==> config.mk <==
export PLATFORM = sky130hd
export DESIGN_NAME = call_stack_unit
export DESIGN_NICKNAME = d
export VERILOG_FILES = /design/src/rtl/cpu_pkg.sv /design/src/rtl/stack_mem.sv /design/src/rtl/call_stack_unit.sv
export SDC_FILE = /design/constraint.sdc
export NUM_CORES = 1
export LEC_CHECK = 0
export CORE_UTILIZATION = 35
export DETAILED_ROUTE_END_ITERATION = 6
export PLACE_DENSITY = 0.59
export SLEW_MARGIN = 40
export SYNTH_ARGS = -nofsm -noshare
export SYNTH_HDL_FRONTEND = slang
export SYNTH_SLANG_ARGS = --single-unit
==> constraint.sdc <==
create_clock -name clk -period 5.8 [get_ports clk]
set_input_delay 1.74 -clock clk [delete_from_list [all_inputs] [get_ports clk]]
set_output_delay 1.74 -clock clk [all_outputs]
set_load 0.01 [all_outputs]
==> src/rtl/cpu_pkg.sv <==
`default_nettype none
// ============================================================================
// Module   : cpu_pkg
// Purpose  : Shared core constants: datapath width, stack opcodes, word type.
// Revision : 1.0
// ============================================================================
package cpu_pkg;

  localparam int WORD_W = 32;

  localparam logic [5:0] OP_CALL = 6'b001101;
  localparam logic [5:0] OP_RET  = 6'b001110;
  localparam logic [5:0] OP_PUSH = 6'b001111;
  localparam logic [5:0] OP_POP  = 6'b010000;

  typedef logic [WORD_W-1:0] word_t;

endpackage : cpu_pkg
`default_nettype wire

==> src/rtl/stack_mem.sv <==
`default_nettype none
// ============================================================================
// Module   : stack_mem
// Purpose  : DEPTH x WORD_W register array, one sync write port and one
//            async read port. Contents are not reset.
// Revision : 1.0
// ============================================================================
module stack_mem
  import cpu_pkg::*;
#(
  parameter int DEPTH  = 8,
  parameter int WORD_W = cpu_pkg::WORD_W,
  parameter int AW     = $clog2(DEPTH)
) (
  input  logic              clk,
  input  logic              we,
  input  logic [AW-1:0]     waddr,
  input  logic [WORD_W-1:0] wdata,
  input  logic [AW-1:0]     raddr,
  output logic [WORD_W-1:0] rdata
);

  logic [WORD_W-1:0] r_mem [DEPTH];

  always_ff @(posedge clk) begin
    if (we) begin
      r_mem[waddr] <= wdata;
    end
  end

  assign rdata = r_mem[raddr];

endmodule : stack_mem
`default_nettype wire

==> src/rtl/call_stack_unit.sv <==
`default_nettype none
// ============================================================================
// Module   : call_stack_unit
// Purpose  : Hardware return-address / operand stack with registered pop data.
//            Optional sticky overflow/underflow flags under CALL_STACK_ERR_EN.
// Revision : 1.0
// ============================================================================
module call_stack_unit
  import cpu_pkg::*;
#(
  parameter int DEPTH  = 8,
  parameter int WORD_W = cpu_pkg::WORD_W
) (
  input  logic                       clk,
  input  logic                       rst_n,
  input  logic                       push,
  input  logic                       pop,
  input  logic [WORD_W-1:0]          push_data,
  output logic [WORD_W-1:0]          pop_data,
  output logic                       pop_valid,
  output logic [WORD_W-1:0]          top,
  output logic [$clog2(DEPTH):0]     count,
  output logic                       empty,
  output logic                       full
`ifdef CALL_STACK_ERR_EN
  ,
  input  logic                       clr_err,
  output logic                       overflow,
  output logic                       underflow
`endif
);

  localparam int AW = $clog2(DEPTH);
  localparam int CW = AW + 1;

  logic [AW-1:0]     r_sp;
  logic [CW-1:0]     r_count;
  logic [WORD_W-1:0] r_pop_data;
  logic              r_pop_valid;

  logic              w_empty;
  logic              w_full;
  logic [AW-1:0]     w_sp_m1;
  logic              w_pop_ok;
  logic              w_replace;
  logic              w_push_ok;
  logic              w_we;
  logic [AW-1:0]     w_waddr;
  logic [WORD_W-1:0] w_rd_data;

  assign w_empty   = (r_count == '0);
  assign w_full    = (r_count == CW'(DEPTH));
  assign w_sp_m1   = r_sp - AW'(1);

  // A pop with data available wins; a simultaneous push then overwrites the top.
  assign w_pop_ok  = pop & ~w_empty;
  assign w_replace = push & w_pop_ok;
  assign w_push_ok = push & ~w_pop_ok & ~w_full;
  assign w_we      = w_replace | w_push_ok;
  assign w_waddr   = w_replace ? w_sp_m1 : r_sp;

  stack_mem #(
    .DEPTH  (DEPTH),
    .WORD_W (WORD_W),
    .AW     (AW)
  ) u_stack_mem (
    .clk   (clk),
    .we    (w_we),
    .waddr (w_waddr),
    .wdata (push_data),
    .raddr (w_sp_m1),
    .rdata (w_rd_data)
  );

  always_ff @(posedge clk or negedge rst_n) begin
    if (!rst_n) begin
      r_sp        <= '0;
      r_count     <= '0;
      r_pop_data  <= '0;
      r_pop_valid <= 1'b0;
    end else begin
      r_pop_valid <= w_pop_ok;
      if (w_pop_ok) begin
        r_pop_data <= w_rd_data;
      end
      if (w_push_ok) begin
        r_sp    <= r_sp + AW'(1);
        r_count <= r_count + CW'(1);
      end else if (w_pop_ok && !push) begin
        r_sp    <= w_sp_m1;
        r_count <= r_count - CW'(1);
      end
    end
  end

  assign pop_data  = r_pop_data;
  assign pop_valid = r_pop_valid;
  assign top       = w_empty ? '0 : w_rd_data;
  assign count     = r_count;
  assign empty     = w_empty;
  assign full      = w_full;

`ifdef CALL_STACK_ERR_EN
  logic r_overflow;
  logic r_underflow;
  logic w_ovf_evt;
  logic w_udf_evt;

  assign w_ovf_evt = push & ~pop & w_full;
  assign w_udf_evt = pop & w_empty;

  // A new error in the same cycle as clr_err leaves the flag set.
  always_ff @(posedge clk or negedge rst_n) begin
    if (!rst_n) begin
      r_overflow  <= 1'b0;
      r_underflow <= 1'b0;
    end else begin
      if (w_ovf_evt) begin
        r_overflow <= 1'b1;
      end else if (clr_err) begin
        r_overflow <= 1'b0;
      end
      if (w_udf_evt) begin
        r_underflow <= 1'b1;
      end else if (clr_err) begin
        r_underflow <= 1'b0;
      end
    end
  end

  assign overflow  = r_overflow;
  assign underflow = r_underflow;
`endif

endmodule : call_stack_unit
`default_nettype wire

==> Word level (Yosys, flattened, before mapping) <==
Memories as Yosys holds them, arrays and structs flattened.
Cells that the tools add are included.
{ "word_totals": {"register_bits": 40, "latchBits": 0, "ramBits": 256, "rom_bits": 0, "inputBits": 36, "elab_cells": 30, "n_memories": 1} }
{ "op_classes": {"addsub": 4, "multipliers": 0, "div_mod_pow": 0, "n_lt_le_gt_ge": 0, "eq_ne": 1, "n_shift": 0, "muxes": 8, "bitwise": 8, "reduce_logical": 4} }
{ "memory_table": {"columns": ["memory", "depth", "word_bits", "rd", "rd_clocked_by_memory_dff", "write_ports", "line", "text"], "rows": [
  ["u_stack_mem.r_mem", 8, 32, 1, 0, 1, "stack_mem.sv:23", "logic [WORD_W-1:0] r_mem [DEPTH];"]
]} }
{ "ops": {"columns": ["operator", "n"], "rows": [
  ["$mux W32", 1],
  ["$mux W3", 3],
  ["$mux W4", 2],
  ["$add A4 B1 Y4 const B", 1],
  ["$and A1 B1 Y1", 4],
  ["$eq A4 B4 Y1 const B", 1],
  ["$logic_not A4 Y1", 1],
  ["$sub A4 B1 Y4 const B", 1],
  ["$add A3 B1 Y3 const B", 1],
  ["$not A1 Y1", 3],
  ["$sub A3 B1 Y3 const B", 1],
  ["$mux W1", 2],
  ["$reduce_bool A2 Y1", 1],
  ["$logic_and A1 B1 Y1", 1],
  ["$logic_not A1 Y1", 1],
  ["$or A1 B1 Y1", 1]
]} }

==> Depth between registers and ports, before layout <==
Gate-level depths: netlist (run 1).
{ "logic_depth": {"depth_word": 9, "depth_mapped": 10, "ltp_nobuf": 8} }

==> Modules after synthesis <==
A second synthesis (run 1) with hierarchy kept.
{ "hier_totals": {"cells_unflattened": 620, "area_unflattened_um2": 11917.7} }
{ "by_module_without_submodules": {"columns": ["mod", "instances", "cells_each", "area_per_inst_um2", "seq_area_each_um2"], "rows": [
  ["stack_mem", 1, 383, 9825.7, 7687.4],
  ["call_stack_unit", 1, 237, 2092.0, 1001.0]
]} }

==> Least setup slack after synthesis (run 1) <==
No wires, ideal clock.
{ "synth_path": {"path_kind": "input port to flip-flop", "from": "input push", "to": "memory u_stack_mem.r_mem[1][0] (enable)", "setup_time_ns": 0.472, "arrival_time_ns": 4.697, "setup_slack_ns": 0.631, "cell_stages": 3, "cell_sequence": "clkbuf_1 -> nand3_1 -> o32ai_1"} }
{ "synth_via": {"elab_chain_cells": 5} }
{ "synth_lines": {"columns": ["element", "line", "text"], "rows": [
  ["start, declared", "call_stack_unit.sv:16", "input logic push,"],
  ["$and A1 B1 Y1 (2 in series)", "call_stack_unit.sv:58", "assign w_push_ok = push & ~w_pop_ok & ~w_full;"],
  ["$or A1 B1 Y1", "call_stack_unit.sv:59", "assign w_we = w_replace | w_push_ok;"],
  ["$mux W1", "stack_mem.sv:26", "if (we) begin"],
  ["$mux W1 (not written as such)", "stack_mem.sv:27", "r_mem[waddr] <= wdata;"],
  ["end, declared", "stack_mem.sv:23", null]
]} }
Parallel ways exist; a longest one is shown, timed or not.

==> Worst setup path after layout (run 1) <==
{ "layout_path": {"from": "register r_sp[0]", "to": "output top[30]"} }
{ "layout_via": {"elab_chain_cells": 3} }
{ "layout_lines": {"columns": ["element", "line", "text"], "rows": [
  ["start, declared", "call_stack_unit.sv:36", "logic [AW-1:0] r_sp;"],
  ["start signal, assigned", "call_stack_unit.sv:87", "r_sp <= r_sp + AW'(1);"],
  ["start signal, assigned", "call_stack_unit.sv:90", "r_sp <= w_sp_m1;"],
  ["$sub A3 B1 Y3", "call_stack_unit.sv:53", "assign w_sp_m1 = r_sp - AW'(1);"],
  ["$mem_v2 Z8 W32", null, null],
  ["$mux W32", "call_stack_unit.sv:98", "assign top = w_empty ? '0 : w_rd_data;"],
  ["end, declared", "call_stack_unit.sv:21", "output logic [WORD_W-1:0] top,"]
]} }
Every way passes these cells.

==> results of run 1 <==
kinds of logic after synthesis:
group,synth area share [%]
AOI/OAI and AO/OA,3.26
xor gates and xnor gates,0.613
adders and majority gates,0.689
buffers and inverters,2.07
DFF,74.7
muxes,15.2
and+or+nand+nor,3.40
state kept, by name, indices dropped and copies added, names as in the netlist:
name	cells
count	4
u_stack_mem.r_mem	256
pop_valid	1
pop_data	32
r_sp	3
cells in the mapped netlist, types with 4 or more instances:
cell,number
buf_4,4
buf_6,8
nand2_1,40
mux2i_1,33
ha_1,4
clkbuf_1,10
buf_2,11
edfxtp_1,256
xnor2_1,4
nor2_1,37
mux4_2,64
o32ai_1,6
o21ai_1,32
dfrtp_1,40
metal layers:
metal | track usage, % | routed length, um | part of all wire (%)
met5 | 0 | 0 | 0
met2 | 25.3 | 12200 | 48
met3 | 2.17 | 1110 | 4.4
met4 | 3.97 | 439 | 1.7
met1 | 21.0 | 11400 | 45
final cells by class:
cell class	count	area, um^2
clock inverter	7	88.8
fill	2760	18200
tap	442	553
clock buffer	49	863
timing repair buffer	130	1310
multi-input combinational	257	2850
inverter	5	18.8
sequential	296	8690
through the flow:
stage | std cells | utilization [%]
2_1_floorplan | 593 | -
3_3_place_gp | 1126 | 41.0
3_5_place_dp | 1130 | 41.2
4_1_cts | 1186 | 44.1
5_1_grt | 1186 | 44.1
6_report | 1186 | 44.1
critical path: stages (launching register included):
cell and delay [ns]:
dfrtp_4 0.69, inv_1 0.21, ha_4 0.55, buf_12 0.25
mux4_2 0.31, mux2i_1 0.39, nor2_1 0.11, clkdlybuf4s50_1 0.50
report_power, final:
| group | leakage, nW | total (mW) | internal (mW) | switching (mW) |
|---|---|---|---|---|
| combinational | 1.53 | 3.96 | 1.98 | 1.98 |
| sequential | 2.81 | 3.11 | 2.86 | 0.253 |
| clock | 0.463 | 1.85 | 1.10 | 0.750 |
how the worst max path moves through the flow:
stage            start                 endpoint  slack, ns  cells after the start
2_1_floorplan     push  u_stack_mem.r_mem[1][0]       0.63                      3
3_3_place_gp   r_sp[0]                  top[20]       0.78                      6
3_5_place_dp   r_sp[0]                  top[20]       1.04                      7
4_1_cts        r_sp[0]                  top[20]       0.45                      7
5_1_grt        r_sp[0]                  top[17]       0.32                      7
6_report       r_sp[0]                  top[30]       0.49                      7
==> run_results.csv, run 1 <==
group,metric,value,unit
status,status,"completed",
sta,rsz0062_at_grt,"false",
sta,hold_ws,0.482,ns
worst_hold_path,whs_path_depth,2,
sta,min_period,5.31,ns
placement,gp_congestion,0.741,
die,io_pins,107,
sta,fin_setup_tns,0,ns
clock_tree,h-tree-depth,1,
sta,setup_violations,0,
finish,antenna_cells,0,
yosys,yosysSeqAreaShare,74.7,%
finish,design_area,0.0144,mm^2
die,die_width,184,um
worst_hold_path,hold_start,"pop_data[26]",
finish,num-nets-final,761,
sta,fmax,0.188,GHz
drt,vias_per_cell,4.98,
yosys,yosysTopAreaCell,"edfxtp_1",
sta,max_slew_margin,47.4,%
power,finalPower,8.93,mW
drt,vias,5901,
clock_tree,path_clk_slew,0.06,ns
setup_path,arrival,3.57,ns
sta,tightest_slew,0.789,ns
setup_path,critPathMaxFanout,26,
clock_tree,cts_buffer_depth,3,
power,p_per_area,621,mW/mm^2
global_route,antenna_found_initial,0,
clock_tree,cts_buffers,30,
clock_tree,clock_latency,0.55,ns
global_route,grt_use_total,15.2,%
placement,post_dp_cell_area,0.0134,mm^2
finish,area_growth,23.7,%
yosys,ys_seq_elements,296,
setup_path,reg2reg_slack,2.48,ns
drt,wl_per_cell,21.2,um
worst_hold_path,min_to,"pop_data[26]",
global_route,grt-ovfl-total,0,
clock_tree,ctsRootBufferMaster,"clkbuf_16",
yosys,synth_area,0.0116,mm^2
yosys,synth_ff_type,"edfxtp_1",
clock_tree,tritoncts,"done",
setup_path,cp-end-kind,"output port",
die,core.rowCount,66,
yosys,syn_nets,634,
clock_tree,cts_resized,0,
global_route,grt_pass1_vias,6253,
drt,wl,25200,um
placement,io_buffers,106,
sta,period_share,91.6,%
setup_path,worstReg2RegEnd,"u_stack_mem.r_mem[1][2]",
yosys,synth_area_leaders,"edfxtp_1, mux4_2, dfrtp_1",
setup_path,crit_type,"register to output port",
yosys,synth_top_area_share,66.1,%
yosys,synth_edf_count,256,
placement,place.detailed.hpwl,15600,um
setup_path,cp.required,4.06,ns
yosys,syn_area_per_cell,19.6,um^2
global_route,grt_pass1_wl,38200,um
die,dieHeight,184,um
setup_path,start_kind,"register",
die,start_util,35.6,%
finish,drive_gt1_share,19.8,%
setup_path,r2r-start,"r_sp[0]",
clock_tree,post_cts_buffers,0,
global_route,grt_max_degree,67,
finish,final_common_cell,"edfxtp_1",
die,dieArea,0.0339,mm^2
clock_tree,postCtsHoldBufs,0,
sta,hold_viol_final,0,
sta,slew_viol_final,0,
setup_path,ff2ff_path_depth,5,
power,peakVddDrop,298,uV
power,power_leakage,4.81,nW
placement,pre_cts_ws,1.04,ns
finish,final_cell_mix,"edfxtp_1, clkdlybuf4s50_1, mux4_2",
drt,dr.pass1.iters,5,
sta,finalClockSkew,0.0166,ns
clock_tree,cts.sinks,296,
sta,finalWorstSetupSlack,0.485,ns
yosys,ys_types,46,
die,core_area,0.0326,mm^2
yosys,async_flop_share,13.5,%
run,max_cap_viol_count,0,
drt,ant_nets,0,
worst_hold_path,hp-class,"register to register",
drt,drc,0,
drt,first_iter_violations,329,
yosys,synth_warnings,0,
yosys,synth_cells,593,
(Power assumes the default switching activity.)
==> run 2, diff against run 1 <==
Settings changed: PLACE_DENSITY 0.59 to unset.
==> run 2 against run 1 <==
Against the previous run:
- wire length decreased by 0.44%
- via count decreased by 1.4%
- fmax grew 3.8%
- first-iteration DRC count rose by 29%
- largest cell class unchanged
==> run_results.csv, run 2 (synthesized netlist as in run 1, its figures left out) <==
group,metric,value,unit
status,status,"completed",
drt,first_iter_violations,426,
drt,wl_met3,1330,um
sta,min_period,5.12,ns
drt,wl_per_cell,21.0,um
power,combPwrFrac,43.3,%
finish,utilization,44.6,%
drt,vias,5816,
die,start_util,35.6,%
drt,dr.pass1.iters,4,
sta,finalClockSkew,0.0184,ns
placement,io_buffers,106,
die,core.rowCount,66,
global_route,grt_pass1_wl,38100,um
clock_tree,tritoncts,"done",
setup_path,path_cells,"inv_1 -> ha_4 -> buf_12 -> mux4_2 -> mux2i_1 -> nor2_1 -> clkdlybuf4s50_1",
clock_tree,post_cts_buffers,0,
placement,post_dp_cell_area,0.0134,mm^2
power,switching_share,33.2,%
finish,largest_reg_flops,256,
power,p_sw,3.04,mW
die,dieHeight,184,um
finish,final_cell_mix,"edfxtp_1, clkdlybuf4s50_1, mux4_2",
sta,rsz0062_at_grt,"false",
clock_tree,cts.sinks,296,
sta,fin_setup_tns,0,ns
placement,place.detailed.hpwl,15000,um
drt,vias_per_cell,4.89,
finish,area_growth,25.1,%
setup_path,cp.required,4.06,ns
setup_path,cpMaxStageDelayCell,"dfrtp_1",
setup_path,arrival,3.38,ns
sta,slew_viol_final,0,
drt,met2RoutedLength,12300,um
clock_tree,postCtsHoldBufs,0,
global_route,grt-ovfl-total,0,
power,p_per_area,630,mW/mm^2
global_route,grt_use_total,15.2,%
power,p_seq_share,33.5,%
sta,setup_violations,0,
setup_path,start_kind,"register",
setup_path,slowest_delay,0.58,ns
sta,fmax,0.195,GHz
run,max_cap_viol_count,0,
worst_hold_path,hp-class,"register to register",
finish,regMostFlops,"u_stack_mem.r_mem",
sta,tightest_slew,0.747,ns
die,dieArea,0.0339,mm^2
sta,hold_viol_final,0,
power,p_int,6.11,mW
drt,wl,25000,um
finish,num-nets-final,763,
sta,max_slew_margin,50.2,%
finish,final_common_cell,"edfxtp_1",
global_route,grt_max_degree,76,
drt,drt-met1-wl,10900,um
clock_tree,h-tree-depth,1,
die,io_pins,107,
setup_path,cp-end-kind,"output port",
die,die_width,184,um
finish,design_area,0.0145,mm^2
finish,drive_gt1_share,21.6,%
sta,period_share,88.3,%
clock_tree,ctsRootBufferMaster,"clkbuf_16",
global_route,grt_pass1_vias,6136,
power,finalPower,9.16,mW
clock_tree,cts_resized,0,
drt,drc,0,
die,core_area,0.0326,mm^2
clock_tree,clock_latency,0.58,ns
drt,ant_nets,0,
clock_tree,path_clk_slew,0.06,ns
power,peakVddDrop,407,uV
setup_path,critPathMaxFanout,30,
power,power_leakage,4.90,nW
clock_tree,cts_buffers,31,
drt,top_layer_used,"met5",
setup_path,crit_type,"register to output port",
global_route,antenna_found_initial,3,
clock_tree,cts_buffer_depth,3,
placement,gp_congestion,0.708,
power,clkPwrFrac,23.2,%
-- run 2: cell count changes in the layout (fill, tap and decap cells not counted), moves of 2 or more --
cell / change
buf_4: +2
bufinv_16: +4
clkbuf_1: -14
clkinv_1: +3
clkinv_2: +3
inv_6: +2
-- run 2: power by group through the flow --
stage	logic, mW	clock network (mW)	registers [mW]
5_1_grt	4.29	2.25	3.12
2_1_floorplan	2.27	0	3.11
3_5_place_dp	4.04	0	3.12
3_3_place_gp	3.95	0	3.08
6_report	3.97	2.12	3.07
4_1_cts	4.05	2.18	3.08
-- run 2: layout make-up --
type                            instances  area, um^2
Fill cell                            2761       18100
Sequential cell                       296        8690
Multi-Input combinational cell        257        2850
Timing Repair Buffer                  131        1310
Clock buffer                           36         825
Tap cell                              442         553
Clock inverter                         22         297
Inverter                                5        18.8
Antenna cell                            1        2.50
-- run 2: path summary, 6_finish.rpt --
path                       cells after the start                       to          from  slack, ns
max                                            7                  top[15]       r_sp[1]       0.68
min                                            2             pop_data[28]  pop_data[28]       0.49
max reg2reg                                    7  u_stack_mem.r_mem[6][9]       r_sp[1]       2.70
min reg2reg                                    2             pop_data[28]  pop_data[28]       0.49
max in group asynchronous                      2                  r_sp[0]         rst_n       4.02
min in group asynchronous                      2             pop_data[28]         rst_n       1.28
-- run 2: through the flow --
step | std cells | hold slack, ns | setup WS (ns)
floorplan | 593 | 0.518 | 0.631
global placement | 1128 | 0.468 | 1.01
detailed placement | 1131 | 0.476 | 1.28
CTS | 1189 | 0.491 | 0.657
global route | 1189 | 0.523 | 0.562
finish | 1190 | 0.485 | 0.679
-- run 2: layer usage --
metal | track usage [%] | vias to the layer above
met5 | 0 | -
li1 | - | 2647
met1 | 20.3 | 2987
met4 | 4.03 | 4
met2 | 25.5 | 134
met3 | 2.92 | 44
-- run 2: critical path: cells and delay by family, from the launching register on --
family	cells	cell delay, ns
buffers and inverters	3	0.93
muxes	2	0.71
DFF	1	0.58
adders and majority gates	1	0.50
and+or+nand+nor	1	0.08
